## src/rtl/logic_op_scheduler_pkg.sv

```systemverilog
// logic_op_scheduler_pkg: op codes (OR/AND/NOT/NAND) and FSM state codes shared by scheduler and logic unit
package logic_op_scheduler_pkg;
  localparam logic [1:0] OP_OR = 2'b00;
  localparam logic [1:0] OP_AND = 2'b01;
  localparam logic [1:0] OP_NOT = 2'b10;
  localparam logic [1:0] OP_NAND = 2'b11;
  localparam logic [1:0] S_IDLE = 2'b00;
  localparam logic [1:0] S_EXEC = 2'b01;
  localparam logic [1:0] S_RESP = 2'b10;
endpackage

```

## src/rtl/logic_op_scheduler_logic_unit.sv

```systemverilog
// logic_op_scheduler_logic_unit: NAND-only bitwise OR/AND/NOT(a)/NAND unit; in op[1:0], a, b; out y
module logic_op_scheduler_logic_unit import logic_op_scheduler_pkg::*; #(
  parameter int WIDTH = 8
) (
  input  logic [1:0]       op,
  input  logic [WIDTH-1:0] a,
  input  logic [WIDTH-1:0] b,
  output logic [WIDTH-1:0] y
);
  logic [WIDTH-1:0] nab, na, nb, and_y, or_y;
  for (genvar i = 0; i < WIDTH; i++) begin : g_bit
    nand u_nab (nab[i], a[i], b[i]);
    nand u_na (na[i], a[i], a[i]);
    nand u_nb (nb[i], b[i], b[i]);
    nand u_and (and_y[i], nab[i], nab[i]);
    nand u_or (or_y[i], na[i], nb[i]);
  end
  assign y = op == OP_OR ? or_y : op == OP_AND ? and_y : op == OP_NOT ? na : nab;
endmodule

```

## src/rtl/logic_op_scheduler.sv

```systemverilog
// logic_op_scheduler: round-robin arbiter sharing one logic unit; req_valid/ready/op/a/b in, tagged registered rsp_valid/ready/id/data out, busy
module logic_op_scheduler import logic_op_scheduler_pkg::*; #(
  parameter int NREQ  = 4,
  parameter int WIDTH = 8,
  parameter int IDW   = 2
) (
  input  logic                  clock,
  input  logic                  reset_n,
  input  logic [NREQ-1:0]       req_valid,
  output logic [NREQ-1:0]       req_ready,
  input  logic [2*NREQ-1:0]     req_op,
  input  logic [WIDTH*NREQ-1:0] req_a,
  input  logic [WIDTH*NREQ-1:0] req_b,
  output logic                  rsp_valid,
  input  logic                  rsp_ready,
  output logic [IDW-1:0]        rsp_id,
  output logic [WIDTH-1:0]      rsp_data,
  output logic                  busy
);
  logic [1:0] state, op_q;
  logic [IDW-1:0] rr_ptr, gnt, id_q;
  logic [WIDTH-1:0] a_q, b_q, lu_y;
  logic any_valid;
  always_comb begin
    gnt = '0;
    any_valid = 1'b0;
    for (int k = NREQ - 1; k >= 0; k--) begin
      if (req_valid[(int'(rr_ptr) + k) % NREQ]) begin
        gnt = IDW'((int'(rr_ptr) + k) % NREQ);
        any_valid = 1'b1;
      end
    end
  end
  assign req_ready = (reset_n && state == S_IDLE && any_valid) ? NREQ'(1) << gnt : '0;
  assign busy = state != S_IDLE;
  logic_op_scheduler_logic_unit #(.WIDTH(WIDTH)) u_lu (
    .op(op_q),
    .a (a_q),
    .b (b_q),
    .y (lu_y)
  );
  always_ff @(posedge clock or negedge reset_n) begin
    if (!reset_n) begin
      state <= S_IDLE;
      rr_ptr <= '0;
      id_q <= '0;
      op_q <= OP_OR;
      a_q <= '0;
      b_q <= '0;
      rsp_valid <= 1'b0;
      rsp_id <= '0;
      rsp_data <= '0;
    end else if (state == S_IDLE) begin
      if (any_valid) begin
        op_q <= req_op[2*int'(gnt) +: 2];
        a_q <= req_a[WIDTH*int'(gnt) +: WIDTH];
        b_q <= req_b[WIDTH*int'(gnt) +: WIDTH];
        id_q <= gnt;
        rr_ptr <= IDW'((int'(gnt) + 1) % NREQ);
        state <= S_EXEC;
      end
    end else if (state == S_EXEC) begin
      rsp_data <= lu_y;
      rsp_id <= id_q;
      rsp_valid <= 1'b1;
      state <= S_RESP;
    end else if (state != S_RESP || rsp_ready) begin
      rsp_valid <= 1'b0;
      state <= S_IDLE;
    end
  end
endmodule

```

## config.mk

```make
export PLATFORM = sky130hd
export DESIGN_NAME = logic_op_scheduler
export DESIGN_NICKNAME = d
export VERILOG_FILES = /design/src/rtl/logic_op_scheduler_pkg.sv /design/src/rtl/logic_op_scheduler_logic_unit.sv /design/src/rtl/logic_op_scheduler.sv
export SDC_FILE = /design/constraint.sdc
export NUM_CORES = 1
export LEC_CHECK = 0
export ABC_CLOCK_PERIOD_IN_PS = 2600
export CORE_ASPECT_RATIO = 1.2
export CORE_MARGIN = 2
export CORE_UTILIZATION = 43
export DETAILED_ROUTE_END_ITERATION = 16
export PLACE_DENSITY = 0.83
export SLEW_MARGIN = 0
export SYNTH_ARGS = -nofsm -noshare
export SYNTH_HDL_FRONTEND = slang
export SYNTH_SLANG_ARGS = --single-unit
```

## constraint.sdc

```tcl
create_clock -name clock -period 2.6 [get_ports clock]
set_input_delay 0.65 -clock clock [delete_from_list [all_inputs] [get_ports clock]]
set_output_delay 0.65 -clock clock [all_outputs]
set_load 0.02 [all_outputs]
```

==> reports/results.txt <==
Clock Sinks -> 35
All-Layer GR Usage -> 20.27%
area of the multi-input gates -> 1285 um^2
Sequential Power Share -> 31.8%
# hold bufs at CTS -> 0
DP HPWL -> 4598 um
fill count -> 427
Starting DRT DRC Count -> 135
total gr overflow -> 0
Final ANT Viol Nets -> 0
die area -> 5896 um^2
asr flop ratio synth -> 100.0%
1st-pass router iterations -> 4
Non-Filler Instances -> 396
Final Net Count -> 412
Critical-path top delay cell -> o32a_1
Tcrit/Tclk final -> 97.81%
worst path arrival time -> 1890 ps
chip width -> 70.43 um
CTS Root Cell -> clkbuf_8
final core utilization -> 66.53%
post-synth net total -> 305
fin crit period -> 2543 ps
Psw -> 1.430 mW
Min Hold Slack -> 400.0 ps
mapped cell area -> 2277 um^2
RSZ-0062 raised after global routing -> false
Final setup viols -> 0
Seq/Total Area, Yosys -> 38.46%
Worst Skew -> 2.279 ps
WL final -> 5781 um
Vias/cell -> 5.354
area of the core -> 5189 um^2
CTS max path bufs -> 2
crit-path cells -> dlygate4sd2_1 > buf_6 > o32a_1 > buf_4 > nand2_8 > nand3_2 > nor2_1 > buf_4
Lkg Pwr -> 1.366 nW
post-synth cell types -> 39
Synth Instances -> 226
Port-buffer cells -> 94
VDD IR-drop max -> 0.6173 mV
CP Capture Type -> output port
cell area after layout -> 3452 um^2
total CTS buffers -> 5
crit start category -> input pin
CTS tree -> yes
clock share of power -> 10.6%
share of cells above drive strength 1 -> 17.96%
CP peak stage delay -> 290 ps
Post-Place Cells -> 386
Initial Util -> 43.89%
number of global-route vias before repair -> 2185
max frequency -> 393.2 MHz
die height -> 83.72 um
#FFs+latches synth -> 35
number of synthesis warnings -> 0
synth top area cells -> dfrtp_1 (38%), a211oi_1 (8.6%), mux2i_1 (7.9%)
site row count -> 29
Routed WL per cell -> 14.60 um
sw frac -> 41.94%
prevailing post-synth register cell -> dfrtp_1
I/O pin cnt -> 95
Worst Path Required -> 1950 ps
storage element area -> 875.8 um^2
placed inst area -> 3351 um^2
gpl congestion -> 0.7699
internal power -> 1.979 mW
drt drc -> 0
Worst Path Max Fanout -> 4
Power Density -> 987.3 nW/um^2
CTS H-tree depth -> 2
Hold WC Path Type -> input pin to async pin
Area growth syn-to-layout -> 51.59%
status -> complete, no violations
initial antenna violation count -> 0
clk_lat worst skew -> 270 ps
clk slew on worst S/H paths -> 60 ps
area leader, netlist -> dfrtp_1
Overall Power -> 3.408 mW
crit path kind -> input pin to output port
Logic pwr share -> 57.6%
first-pass GRT wire length -> 9867 um
CP most frequent cell -> buf_4
antenna cells -> 0
Yosys top cell area share -> 38.46%
via total after detailed routing -> 2120
Fin. Hold Viols -> 0
largest net degree at the start of global routing -> 25
Slew headroom -> 60.52%
worst-margin pin slew -> 592.2 ps
Slew Viols, Final -> 0
Post-synth EDFFs -> 0
Max-Cap Viols -> 0
Syn Area/Cell -> 10.08 um^2
-- cell type report --
cell class                      count  share of cell area (%)
Clock buffer                        7                   2.211
Sequential cell                    35                   25.37
Tap cell                           62                   2.247
Multi-Input combinational cell    170                   37.22
Inverter                            3                  0.3262
Clock inverter                      1                  0.1450
Timing Repair Buffer              118                   32.48
-- metal layers --
metal / track usage (%) / wire, um / vias to the layer above
li1: - / - / 1053
met1: 26.48 / 2462 / 999
met2: 35.08 / 3020 / 64
met3: 3.382 / 247 / 4
met4: 4.371 / 52 / 0
met5: 0 / 0 / -
-- placed cells by master, fill, tap and decap left out, types with 2 or more instances in the layout --
master,instances
mux2_2,4
a211oi_1,26
a21boi_1,3
nor2_1,26
buf_4,25
dlygate4sd2_1,4
dfrtp_1,35
a21boi_0,16
buf_6,2
mux2i_1,18
a21oi_1,3
a211oi_2,10
clkbuf_1,2
clkdlybuf4s50_1,85
maj3_1,7
clkbuf_8,5
nand2_1,13
o211ai_1,8
o21ai_0,18
nand3_2,2
-- through the flow --
step                      TNS [ps]  setup slack [ps]
final                            0             56.84
after floorplan                  0             159.0
after global placement       -2541            -656.5
after CTS                        0             53.84
after global routing             0             21.05
after detailed placement     -2965            -735.4
-- path summary, 6_finish.rpt --
path                       cells after the start         start            to  slack (ps)
setup / recovery                               8  req_valid[1]  req_ready[2]          60
hold / removal                                 2       reset_n     rr_ptr[1]         400
setup reg to reg                               7     rr_ptr[1]        a_q[5]         530
hold reg to reg                                2   rsp_data[5]   rsp_data[5]         480
max in group asynchronous                      2       reset_n        a_q[4]        1980
min in group clock                             2   rsp_data[5]   rsp_data[5]         480
-- critical path, delay by kind of cell --
family / cells / cell delay, ps
simple gates: 3 / 250
buf+inv: 4 / 700
compound gates: 1 / 290
-- cells in the mapped netlist, types with 2 or more instances --
cell type / n
a21oi_1: 3
mux2i_1: 18
o21ai_0: 18
buf_6: 3
nand2_1: 13
mux2_2: 4
a211oi_1: 26
o211ai_1: 8
a21boi_0: 16
maj3_1: 7
dfrtp_1: 35
clkbuf_1: 6
a211oi_2: 10
a21boi_1: 3
nand3_1: 2
buf_2: 6
nor2_1: 26
-- state kept, by name (all words and copies together) (netlist names) --
register	cells
a_q	8
b_q	8
rsp_data	8
id_q	2
op_q	2
rr_ptr	2
rsp_id	2
state	2
rsp_valid	1
-- timing repair --
action | 4_1_cts | 5_1_grt
gates resized for setup | 29 | 1
cloned | 0 | 0
buffers inserted | 2 | 0
setup endpoints to repair | 4 | 1
pin swaps | 6 | 0
-- kinds of logic after synthesis --
family          share of synthesized area, %
mux                                    10.38
xor+xnor                              0.3847
buf+inv                                5.659
compound gates                         30.94
flops                                  38.46
fa+ha+maj                              3.077
simple gates                           11.10
-- power groups by stage --
stage / sequential [mW] / clock, mW / combinational (mW)
floorplan: 1.09 / 0 / 1.30
finish: 1.08 / 0.363 / 1.96
global placement: 1.06 / 0 / 1.91
CTS: 1.08 / 0.370 / 1.98
detailed placement: 1.09 / 0 / 1.96
global route: 1.13 / 0.390 / 2.16
Note: power is estimated with default switching activity, not from simulation.
